<file path="src/rtl/jtvigil_snd_pkg.sv">
// Shared constants for the sound command buffer: FSM encoding, status bit
// positions and default sizes.
package jtvigil_snd_pkg;

    localparam int AW_DEFAULT   = 3;
    localparam int TO_W_DEFAULT = 16;

    typedef logic [1:0] state_t;

    localparam state_t ST_IDLE = 2'd0;
    localparam state_t ST_SEND = 2'd1;
    localparam state_t ST_WAIT = 2'd2;

    // Bit positions inside the optional status byte
    localparam int STB_OVF     = 7;
    localparam int STB_TIMEOUT = 6;
    localparam int STB_FULL    = 5;
    localparam int STB_EMPTY   = 4;
    localparam int STB_CNT_LSB = 0;
    localparam int STB_CNT_W   = 4;

endpackage

</file>
<file path="src/rtl/jtvigil_sndcmd_fifo.sv">
// Synchronous command FIFO: registered write, combinational read at rd_ptr,
// (AW+1)-bit occupancy. A push while full is accepted only alongside a pop.
module jtvigil_sndcmd_fifo #(
    parameter int AW = 3
) (
    input  logic          clk,
    input  logic          rst,
    input  logic          i_push,
    input  logic [7:0]    i_din,
    input  logic          i_pop,
    output logic [7:0]    o_dout,
    output logic          o_empty,
    output logic          o_full,
    output logic          o_drop,
    output logic [AW:0]   o_count
);

    localparam int          DEPTH  = 2 ** AW;
    localparam logic [AW:0] C_FULL = {1'b1, {AW{1'b0}}};

    logic [7:0]    r_mem [DEPTH];
    logic [AW-1:0] r_wr_ptr;
    logic [AW-1:0] r_rd_ptr;
    logic [AW:0]   r_count;

    logic w_empty;
    logic w_full;
    logic w_wr_en;
    logic w_rd_en;

    assign w_empty = (r_count == '0);
    assign w_full  = (r_count == C_FULL);
    assign w_rd_en = i_pop & ~w_empty;
    // A pop in the same cycle frees the slot, so a full FIFO still accepts
    assign w_wr_en = i_push & (~w_full | w_rd_en);

    always_ff @(posedge clk) begin
        if (w_wr_en) begin
            r_mem[r_wr_ptr] <= i_din;
        end
    end

    always_ff @(posedge clk) begin
        if (rst) begin
            r_wr_ptr <= '0;
            r_rd_ptr <= '0;
            r_count  <= '0;
        end else begin
            if (w_wr_en) begin
                r_wr_ptr <= r_wr_ptr + 1'b1;
            end
            if (w_rd_en) begin
                r_rd_ptr <= r_rd_ptr + 1'b1;
            end
            case ({w_wr_en, w_rd_en})
                2'b10:   r_count <= r_count + 1'b1;
                2'b01:   r_count <= r_count - 1'b1;
                default: r_count <= r_count;
            endcase
        end
    end

    assign o_dout  = r_mem[r_rd_ptr];
    assign o_empty = w_empty;
    assign o_full  = w_full;
    assign o_drop  = i_push & w_full & ~w_rd_en;
    assign o_count = r_count;

endmodule

</file>
<file path="src/rtl/jtvigil_sndcmd.sv">
// Sound command buffer: queues main-CPU writes and hands them to the sound
// latch one at a time, waiting for the sound CPU's IRQ-clear acknowledge.
// Optional status port/flag clearing with `define JTVIGIL_SNDCMD_STATUS_EN.
module jtvigil_sndcmd
    import jtvigil_snd_pkg::*;
#(
    parameter int AW   = AW_DEFAULT,
    parameter int TO_W = TO_W_DEFAULT
) (
    input  logic       clk,
    input  logic       rst,
    input  logic [7:0] main_dout,
    input  logic       main_wr,
    input  logic       snd_ack,
    output logic [7:0] latch_dout,
    output logic       latch_wr,
    output logic       fifo_empty,
    output logic       fifo_full,
    output logic       ovf,
    output logic       timeout
`ifdef JTVIGIL_SNDCMD_STATUS_EN
    ,
    input  logic       st_rd,
    output logic [7:0] st_dout
`endif
);

    // Last counter value before the limit: WAIT lasts 2**TO_W-1 cycles
    localparam logic [TO_W-1:0] C_TO_LAST = {{(TO_W-1){1'b1}}, 1'b0};

    state_t          r_state;
    logic [TO_W-1:0] r_cnt;
    logic            r_main_wr;
    logic [7:0]      r_latch_dout;
    logic            r_latch_wr;
    logic            r_ovf;
    logic            r_timeout;

    logic            w_push;
    logic            w_pop;
    logic [7:0]      w_rd_data;
    logic            w_empty;
    logic            w_full;
    logic            w_drop;
    logic [AW:0]     w_count;
    logic            w_to_hit;

    assign w_push   = main_wr & ~r_main_wr;
    assign w_pop    = (r_state == ST_IDLE) && (w_count != '0);
    assign w_to_hit = (r_state == ST_WAIT) && !snd_ack && (r_cnt == C_TO_LAST);

    jtvigil_sndcmd_fifo #(
        .AW (AW)
    ) u_fifo (
        .clk     (clk),
        .rst     (rst),
        .i_push  (w_push),
        .i_din   (main_dout),
        .i_pop   (w_pop),
        .o_dout  (w_rd_data),
        .o_empty (w_empty),
        .o_full  (w_full),
        .o_drop  (w_drop),
        .o_count (w_count)
    );

    always_ff @(posedge clk) begin
        if (rst) begin
            r_state      <= ST_IDLE;
            r_cnt        <= '0;
            r_main_wr    <= 1'b0;
            r_latch_dout <= 8'h00;
            r_latch_wr   <= 1'b0;
        end else begin
            r_main_wr  <= main_wr;
            r_latch_wr <= 1'b0;
            case (r_state)
                ST_IDLE: begin
                    if (w_pop) begin
                        r_latch_dout <= w_rd_data;
                        r_latch_wr   <= 1'b1;
                        r_state      <= ST_SEND;
                    end
                end
                ST_SEND: begin
                    r_cnt   <= '0;
                    r_state <= ST_WAIT;
                end
                ST_WAIT: begin
                    r_cnt <= r_cnt + 1'b1;
                    if (snd_ack || w_to_hit) begin
                        r_state <= ST_IDLE;
                    end
                end
                default: r_state <= ST_IDLE;
            endcase
        end
    end

    // Sticky flags; a new event in the same cycle as a status read wins
    always_ff @(posedge clk) begin
        if (rst) begin
            r_ovf     <= 1'b0;
            r_timeout <= 1'b0;
        end else begin
            if (w_drop) begin
                r_ovf <= 1'b1;
`ifdef JTVIGIL_SNDCMD_STATUS_EN
            end else if (st_rd) begin
                r_ovf <= 1'b0;
`endif
            end
            if (w_to_hit) begin
                r_timeout <= 1'b1;
`ifdef JTVIGIL_SNDCMD_STATUS_EN
            end else if (st_rd) begin
                r_timeout <= 1'b0;
`endif
            end
        end
    end

`ifdef JTVIGIL_SNDCMD_STATUS_EN
    always_comb begin
        st_dout                             = 8'h00;
        st_dout[STB_OVF]                    = r_ovf;
        st_dout[STB_TIMEOUT]                = r_timeout;
        st_dout[STB_FULL]                   = w_full;
        st_dout[STB_EMPTY]                  = w_empty;
        st_dout[STB_CNT_LSB +: STB_CNT_W]   = STB_CNT_W'(w_count);
    end
`endif

    assign latch_dout = r_latch_dout;
    assign latch_wr   = r_latch_wr;
    assign fifo_empty = w_empty;
    assign fifo_full  = w_full;
    assign ovf        = r_ovf;
    assign timeout    = r_timeout;

endmodule

</file>
<file path="config.mk">
export PLATFORM = sky130hd
export DESIGN_NAME = jtvigil_sndcmd
export DESIGN_NICKNAME = d
export VERILOG_FILES = /design/src/rtl/jtvigil_snd_pkg.sv /design/src/rtl/jtvigil_sndcmd_fifo.sv /design/src/rtl/jtvigil_sndcmd.sv
export SDC_FILE = /design/constraint.sdc
export NUM_CORES = 1
export LEC_CHECK = 0
export BUFFER_PORTS_ARGS = -buffer_cell sky130_fd_sc_hd__buf_2
export CAP_MARGIN = 20
export CORE_AREA = 5 5 127 129
export DETAILED_ROUTE_END_ITERATION = 7
export DIE_AREA = 0 0 132 134
export PLACE_DENSITY = 0.43
export RECOVER_POWER = 100
export SLEW_MARGIN = 20
export SYNTH_ARGS = -nofsm -noshare
export SYNTH_HDL_FRONTEND = slang
export SYNTH_SLANG_ARGS = --single-unit
</file>
<file path="constraint.sdc">
create_clock -name clk -period 2.5 [get_ports clk]
set_input_delay 0.5 -clock clk [delete_from_list [all_inputs] [get_ports clk]]
set_output_delay 0.5 -clock clk [all_outputs]
set_load 0.1 [all_outputs]
</file>
Word level (Yosys, flattened, before mapping)

Memories as Yosys holds them, arrays and structs flattened. A register that Yosys moved wholly into a read port is not among the register bits.
Cells that the tools add are included.

Bits in registers: 32
Bits in writable memories: 64
Bits of input ports: 12
Output and inout bits: 13
Word-level logic and storage cells: 55
Memories: 1

Add/sub/neg operators: 5
Eq/ne operators: 8
Mux-type cells: 8
Bitwise logic cells: 11
Reductions and logical operators: 13

Memories:

| memory       | words | bits a word | read ports | clocked after memory_dff | write ports | RTL line                  | source |
|---|---|---|---|---|---|---|---|
| u_fifo.r_mem | 8     | 8           | 1          | 1                        | 1           | jtvigil_sndcmd_fifo.sv:21 | `logic [7:0] r_mem [DEPTH];` |

Operator list:

| cell                                                  | count |
|---|---|
| one-hot mux 16 bit (2 select lines)                   | 1 |
| adder 16 x 1 -> 16 bit, second input constant         | 1 |
| equality test 16 bit, second input constant           | 1 |
| one-hot mux 4 bit (2 select lines)                    | 1 |
| adder 3 x 1 -> 3 bit, second input constant           | 2 |
| one-hot mux 2 bit (3 select lines)                    | 1 |
| bitwise AND 1 bit                                     | 5 |
| inverter 1 bit                                        | 5 |
| adder 4 x 1 -> 4 bit, second input constant           | 1 |
| equality test 2 x 1 -> 1 bit, second input constant   | 2 |
| equality test 2 bit, second input constant            | 2 |
| equality test 4 bit, second input constant            | 1 |
| logical NOT 4 bit                                     | 1 |
| 2-to-1 mux 2 bit                                      | 2 |
| inequality test 2 x 1 -> 1 bit, second input constant | 2 |
| AND reduction 2 bit                                   | 2 |
| nonzero test 2 bit                                    | 2 |
| nonzero test 4 bit                                    | 1 |
| subtractor 4 x 1 -> 4 bit, second input constant      | 1 |
| logical AND 1 bit                                     | 3 |
| 2-to-1 mux 1 bit                                      | 3 |
| logical NOT 2 bit                                     | 1 |
| OR reduction 2 bit                                    | 1 |
| logical NOT 1 bit                                     | 1 |
| other kinds (2)                                       | 2 |

Depth between registers and ports, before layout

Gate-level depths: netlist of the first run.

Depth in word-level cells: 7
Mapped depth: 12
Gate-level depth less buffers: 11

Modules after synthesis

Synthesis of the first run repeated with hierarchy kept, for this count alone.

Cells, all modules: 329
Area, all modules: 4460.5 um^2

Modules (own cells, without submodules):

| module              | instances | cells each | area an instance (um^2) | seq. area each (um^2) |
|---|---|---|---|---|
| jtvigil_sndcmd_fifo | 1         | 177        | 3129.3                  | 2182.1 |
| jtvigil_sndcmd      | 1         | 152        | 1331.3                  | 600.6 |

Worst setup path after synthesis of the first run

OpenSTA, ideal clock, no wires.

Path kind: register to register
Start: register u_fifo.r_count[2], in the netlist u_fifo.o_count[2]
End: register u_fifo.r_count[3], in the netlist u_fifo.o_count[3]
Library setup time: 0.121 ns
Arrival: 3.949 ns
Data required time: 2.379 ns
Slack: -1.570 ns
Stages on the path, launching flop included: 9
Path buffers: 1
Period minus slack after synthesis: 4.070 ns
Cells stage by stage: dfxtp_1 nor4_2 nand2b_1 inv_1 clkbuf_1 ha_1 or3_1 o32ai_1 mux2_2

Longest elaborated chain between the ends: 7
Elaborated cells on any way between the ends: 15
Those cells by class: add/sub (2); eq/ne (3); mux (1); bitwise (5); reduce/logical (4)

Ends and longest elaborated chain:

| element                                                                         | RTL line                  | source |
|---|---|---|
| start: declaration                                                              | jtvigil_sndcmd_fifo.sv:24 | `logic [AW:0] r_count;` |
| start signal: assignment                                                        | jtvigil_sndcmd_fifo.sv:56 | `2'b10: r_count <= r_count + 1'b1;` |
| start signal: assignment                                                        | jtvigil_sndcmd_fifo.sv:57 | `2'b01: r_count <= r_count - 1'b1;` |
| start signal: assignment                                                        | jtvigil_sndcmd_fifo.sv:58 | `default: r_count <= r_count;` |
| logical NOT 4 bit (*)                                                           | jtvigil_sndcmd_fifo.sv:31 | `assign w_empty = (r_count == '0);` |
| named net fifo_empty                                                            | jtvigil_sndcmd.sv:17      | `output logic fifo_empty,` |
| inverter 1 bit (*)                                                              | jtvigil_sndcmd_fifo.sv:33 | `assign w_rd_en = i_pop & ~w_empty;` |
| bitwise AND 1 bit (*)                                                           | jtvigil_sndcmd_fifo.sv:33 |  |
| OR 1 bit                                                                        | jtvigil_sndcmd_fifo.sv:35 | `assign w_wr_en = i_push & (~w_full \| w_rd_en);` |
| bitwise AND 1 bit                                                               | jtvigil_sndcmd_fifo.sv:35 |  |
| equality test 2 x 1 -> 1 bit / equality test 2 bit (equally long branches)      | jtvigil_sndcmd_fifo.sv:55 | `case ({w_wr_en, w_rd_en})` |
| one-hot mux 4 bit (2 select lines) / nonzero test 2 bit (equally long branches) | n/a                       |  |

The timed path passes the listed nets; every way through them passes the cells marked *.
A chain may end at the register's enable or synchronous reset.

Worst setup path after layout of the first run

Start: register u_fifo.r_count[2], in the netlist u_fifo.o_count[2]
End: output port fifo_full

Longest elaborated chain between the ends: 1

Ends and longest elaborated chain:

| element             | RTL line                  | source |
|---|---|---|
| equality test 4 bit | jtvigil_sndcmd_fifo.sv:32 | `assign w_full = (r_count == C_FULL);` |
| end: declaration    | jtvigil_sndcmd.sv:18      | `output logic fifo_full,` |

No other way between the ends.

==> results of run 1 <==
cell usage after synthesis (6+ instances only):
master | number | area (um2)
inv_1 | 9 | 33.8
nor2_1 | 31 | 116
mux2i_1 | 10 | 100
edfxtp_1 | 64 | 1920
mux4_2 | 16 | 360
a21oi_1 | 12 | 60.1
xnor2_1 | 6 | 52.6
xor2_1 | 9 | 78.8
nor2b_1 | 8 | 50.1
a211oi_1 | 8 | 60.1
ha_1 | 11 | 138
dfxtp_1 | 40 | 801
nand2_1 | 13 | 48.8
kinds of logic after synthesis:
| kind of cell | synth area share [%] |
|---|---|
| mux | 10.9 |
| buf+inv | 2.22 |
| xor+xnor | 3.02 |
| compound gates | 5.88 |
| fa+ha+maj | 3.17 |
| simple gates | 12.2 |
| flops | 62.7 |
worst max-delay path, delay by kind of cell (launching register included):
family | cells | cell delay (ps)
flops | 1 | 360
simple gates | 1 | 570
buf+inv | 3 | 620
path summary, 6_finish.rpt:
path | slack [ps] | depth (start not counted) | endpoint
max reg2reg | 110 | 6 | u_fifo.o_count[3]
min reg2reg | 470 | 2 | u_fifo.r_rd_ptr[1]
max | 100 | 4 | fifo_full
min | 370 | 2 | r_main_wr
power breakdown:
part / total (uW) / internal (uW) / switching [uW] / leakage (uW)
Clock: 1300 / 681 / 620 / 0.000129
Combinational: 2160 / 695 / 1460 / 0.000588
Sequential: 2070 / 1980 / 94.6 / 0.000907
Total: 5530 / 3350 / 2180 / 0.00162
registers in the layout (all words and copies together), names as in the netlist:
name and count:
ovf 1, u_fifo.o_count 4, latch_dout 8, timeout 1, u_fifo.r_rd_ptr 3, u_fifo.r_mem 64
r_state 2, r_cnt 16, u_fifo.r_wr_ptr 3, r_main_wr 1, latch_wr 1
layout make-up:
cell class                 instances  share of cell area, %
clock buffer                      12                   4.68
clock inverter                     4                  0.594
inverter                           9                  0.669
multi-input combinational        186                   31.5
sequential                       104                   53.9
tap                              188                   4.66
timing repair buffer              43                   3.96
metrics by stage:
stage	utilization [%]	hold WS, ps	power [uW]
after global placement	32.4	448	4320
after CTS	34.2	364	5660
after global routing	33.9	371	5880
after floorplan	-	457	3920
final	33.9	375	5530
after detailed placement	32.4	452	4340
routing by layer:
metal | share of wire [%] | track usage, %
met1 | 48 | 14.2
met2 | 48 | 16.8
met3 | 2.9 | 3.11
met4 | 1.4 | 3.43
met5 | 0 | 0
timing repair:
| action | CTS | global route |
|---|---|---|
| setup buffers | 0 | 1 |
| setup endpoints to repair | 0 | 2 |
| gates resized for setup | 0 | 4 |
==> flow_summary.ini, run 1 <==
[global_route]
grtUsageTotal_pct = 10.7
grt_max_degree = 21
overflow = 0
antenna_found_initial = 0
first_global_vias = 2534
grt_pass1_wl_um = 14400

[clock_tree]
cts_root_buf = clkbuf_16
tritoncts = yes
cts_made_buffers = 9
clk_pin_slew_ps = 70
clk_latency_ps = 350
clk_path_buf_depth = 2
h-tree-depth = 3
cts.sinks = 104
hold_buffers = 0

[routing]
ant_nets = 0
drcViolationCount = 0
firstDrtPassIters = 4
post_drt_wl_per_cell_um = 16.5
routed-via-count = 2561
wirelength_um = 9010
drt-initial-drc-count = 151
via_per_inst = 4.69

[logic_synthesis]
synth-seq-cells = 104
ys_seq_area_share_pct = 62.7
synth_area_um2 = 4340
synthArstFlopShare_pct = 0
yosysUniqueCellTypes = 48
syn_area_per_cell_um2 = 13.9
synth-edff-count = 64
yosysWarningCount = 0
ys.flop_type = edfxtp_1
synthCells = 313
synth_nets = 336

[setup_path]
crit_path_end_kind = output pin
reg2reg_from = u_fifo.o_count[2]
worstPathMaxFanout = 7
slowest_stage = or4b_4
critPathRequiredTime_ps = 2000
timing.critical_path.from = u_fifo.o_count[2]
path_class = register to output pin
startpoint_type = register
path_cells = or4b_4 > clkbuf_2 > inv_1 > buf_2
slowest_delay_ps = 570
critPathArrivalTime_ps = 1900

[sta]
min_period_ps = 2400
setup_violations = 0
period_share_pct = 95.9
hold_viol_final = 0
finClkSkew_ps = 5.19
max_freq_mhz = 417
report.final.slew_viol_count = 0
maxSlewHeadroom_pct = 22.0
rsz0062_at_grt = false
worst_slew_pin_slew_ps = 1170
setup_tns_ps = 0
setup_slack_ps = 104

[pwr]
irDropWorstVdd_mv = 0.581
p_per_area_nw_per_um2 = 1090
p_leak_uw = 0.00162

[floorplanning]
dieArea_um2 = 17700
die_h_um = 134
rows = 45
core_um2 = 14900
ios = 25
start_util_pct = 29.1
die_w_um = 132

[final_layout]
diodes = 0
finalNetCount = 376
finalNonFillerCells = 546
final_area_um2 = 5050
drive_gt1_share_pct = 18.4
regArea_um2 = 2730
final_cell_mix = edfxtp_1 (64), dfxtp_1 (38), nor2_1 (31)
synthToLayoutAreaGrowth_pct = 16.3
fillers = 1502
final_common_cell = edfxtp_1
multi_input_area_um2 = 1590

[place]
placedInstanceArea_um2 = 4840
place_hpwl_um = 5820
place_congestion = 0.724
preCtsSetupSlack_ps = 73.2
io_buffer_count = 24
placed_cells = 529

[worst_hold_path]
min-delay-start = main_wr
hold_path.class = input pin to register

[job]
drv_cap = 0

[outcome]
outcome = finished clean
(Power assumes the default switching activity.)
==> run 2: changes to the inputs <==
Settings changed: ABC_AREA set to 1, CORE_AREA 5 5 127 129 to 5 5 128 130, DIE_AREA 0 0 132 134 to 0 0 133 135.
==> flow_summary.ini, run 2 <==
[worst_hold_path]
min_path_cells = 3
hold_path.class = input pin to register
holdPathEnd = r_main_wr
min-delay-start = main_wr

[setup_path]
reg2reg_to = u_fifo.o_count[2]
slowest_stage = clkbuf_2
r2r_setup_slack_ps = 330
critical-path-top-delay-family = buffers and inverters
path_buf_inv = 2
startpoint_type = register
path_cells = inv_1 > nand3_1 > nor2_1 > clkbuf_2
slowest_delay_ps = 500
critPathArrivalTime_ps = 1710
worstPathMaxFanout = 4
crit_path_end_kind = output pin
r2r_cells = 12
reg2reg_from = u_fifo.o_count[0]
critPathRequiredTime_ps = 2000
path_class = register to output pin

[place]
preCtsSetupSlack_ps = 330
placed_cells = 669
place_congestion = 0.725
io_buffer_count = 24
place_hpwl_um = 6500

[clock_tree]
cts_made_buffers = 9
clk_path_buf_depth = 2
post_cts_buffers = 0
cts_root_buf = clkbuf_16
h-tree-depth = 3
tritoncts = yes
clk_latency_ps = 350
hold_buffers = 0
cts.sinks = 104
clk_pin_slew_ps = 60
cts_resized = 0

[final_layout]
final_common_cell = nor2_1
drive_gt1_share_pct = 9.26
finalNetCount = 515
utilization_pct = 33.4
top_register = u_fifo.r_mem
final_cell_mix = nor2_1 (82), nand2_1 (78), edfxtp_1 (64)
largest_reg_flops = 64
diodes = 0
synthToLayoutAreaGrowth_pct = 13.4
finalNonFillerCells = 685

[pwr]
p_leak_uw = 0.00182
irDropWorstVdd_mv = 0.510
power_uw = 5570
p_per_area_nw_per_um2 = 1110

[logic_synthesis]
synth_area_um2 = 4430
netlist.area_leader.share_pct = 43.3
yosysMostFrequentCell = nor2_1
yosysWarningCount = 0
synth_nets = 482
netlist_top_cells_area = edfxtp_1 (43%), dfxtp_1 (18%), nor2_1 (6.8%)
synthCells = 459
synthArstFlopShare_pct = 0
ys_seq_area_share_pct = 61.4
ys.flop_type = edfxtp_1
syn_area_per_cell_um2 = 9.66
yosysUniqueCellTypes = 34
synth-seq-cells = 104
synth-edff-count = 64
yosysTopAreaCell = edfxtp_1
synthTopCellsByCount = nor2_1 (80), nand2_1 (77), edfxtp_1 (64)

[routing]
via_per_inst = 4.52
post_drt_wl_per_cell_um = 14.6
drt-initial-drc-count = 183
routed-via-count = 3094
wirelength_um = 9970
ant_nets = 0
firstDrtPassIters = 4
drcViolationCount = 0

[floorplanning]
rows = 45
dieArea_um2 = 18000
start_util_pct = 29.5
ios = 25
die_w_um = 133
die_h_um = 135
core_um2 = 15000

[sta]
rsz0062_at_grt = false
setup_tns_ps = 0
period_share_pct = 88.5
worst_slew_pin_slew_ps = 1180
min_period_ps = 2210
max_freq_mhz = 452
hold_viol_final = 0
maxSlewHeadroom_pct = 21.6
finClkSkew_ps = 3.21
setup_slack_ps = 288
report.final.slew_viol_count = 0
setup_violations = 0

[outcome]
outcome = finished clean

[job]
drv_cap = 0

[global_route]
grt_max_degree = 35
overflow = 0
grt_pass1_wl_um = 16000
first_global_vias = 2954
grtUsageTotal_pct = 11.7
antenna_found_initial = 0
==> run 2: cell types whose count changed after synthesis, sizes merged, moves of 8 or more <==
cell,before,now
nand2,13,81
nor2,31,88
o21ai,4,38
nand3,5,36
inv,9,33
a21oi,12,32
mux4,16,0
mux2i,10,0
a211oi,8,0
nor2b,8,0
==> run 2: metrics by stage <==
stage	area, um2	hold slack [ps]
2_1_floorplan	4440	426
3_3_place_gp	4820	435
3_5_place_dp	4820	445
4_1_cts	5110	355
5_1_grt	5030	399
6_report	5030	366
==> run 2: power breakdown <==
group / internal [uW] / total (uW) / leakage [uW] / switching [uW]
clock network: 799 / 1410 / 0.000142 / 607
logic: 500 / 2080 / 0.000775 / 1580
registers: 1980 / 2090 / 0.000906 / 114
total: 3280 / 5570 / 0.00182 / 2300
==> run 2: cell type report <==
| type | instances | area (um2) |
|---|---|---|
| fill | 1558 | 10000 |
| multi-input combinational | 303 | 1470 |
| sequential | 104 | 2720 |
| timing repair buffer | 38 | 173 |
| clock inverter | 4 | 45.0 |
| tap | 188 | 235 |
| inverter | 36 | 135 |
| clock buffer | 12 | 246 |
==> run 2: worst min-delay path, delay by kind of cell <==
| family | cells | cell delay [ps] |
|---|---|---|
| buffers and inverters | 2 | 120 |
| and+or+nand+nor | 1 | 70 |
==> run 2: per-layer routing <==
layer / track usage (%) / up-vias / wire length, um
met1: 15.1 / 1440 / 4750
met4: 3.12 / 0 / 136
met2: 18.9 / 49 / 4640
met5: 0 / - / 0
li1: - / 1595 / -
met3: 4.02 / 10 / 438
==> run 2: worst max path at each step <==
stage	startpoint	to	slack, ps	cells past startpoint
after floorplan	u_fifo.o_count[0]	u_fifo.o_count[2]	130	12
after global placement	main_wr	u_fifo.o_count[2]	380	11
after detailed placement	main_wr	u_fifo.o_count[2]	330	11
after CTS	r_state[0]	u_fifo.o_count[2]	390	11
after global routing	u_fifo.o_count[0]	u_fifo.o_count[2]	150	12
final	u_fifo.o_count[0]	fifo_full	290	4
==> run 2: logic make-up after synthesis <==
group           synth area share (%)
compound gates                  8.80
xor+xnor                       0.988
fa+ha+maj                       3.10
buf+inv                         4.99
flops                           61.4
simple gates                    20.7
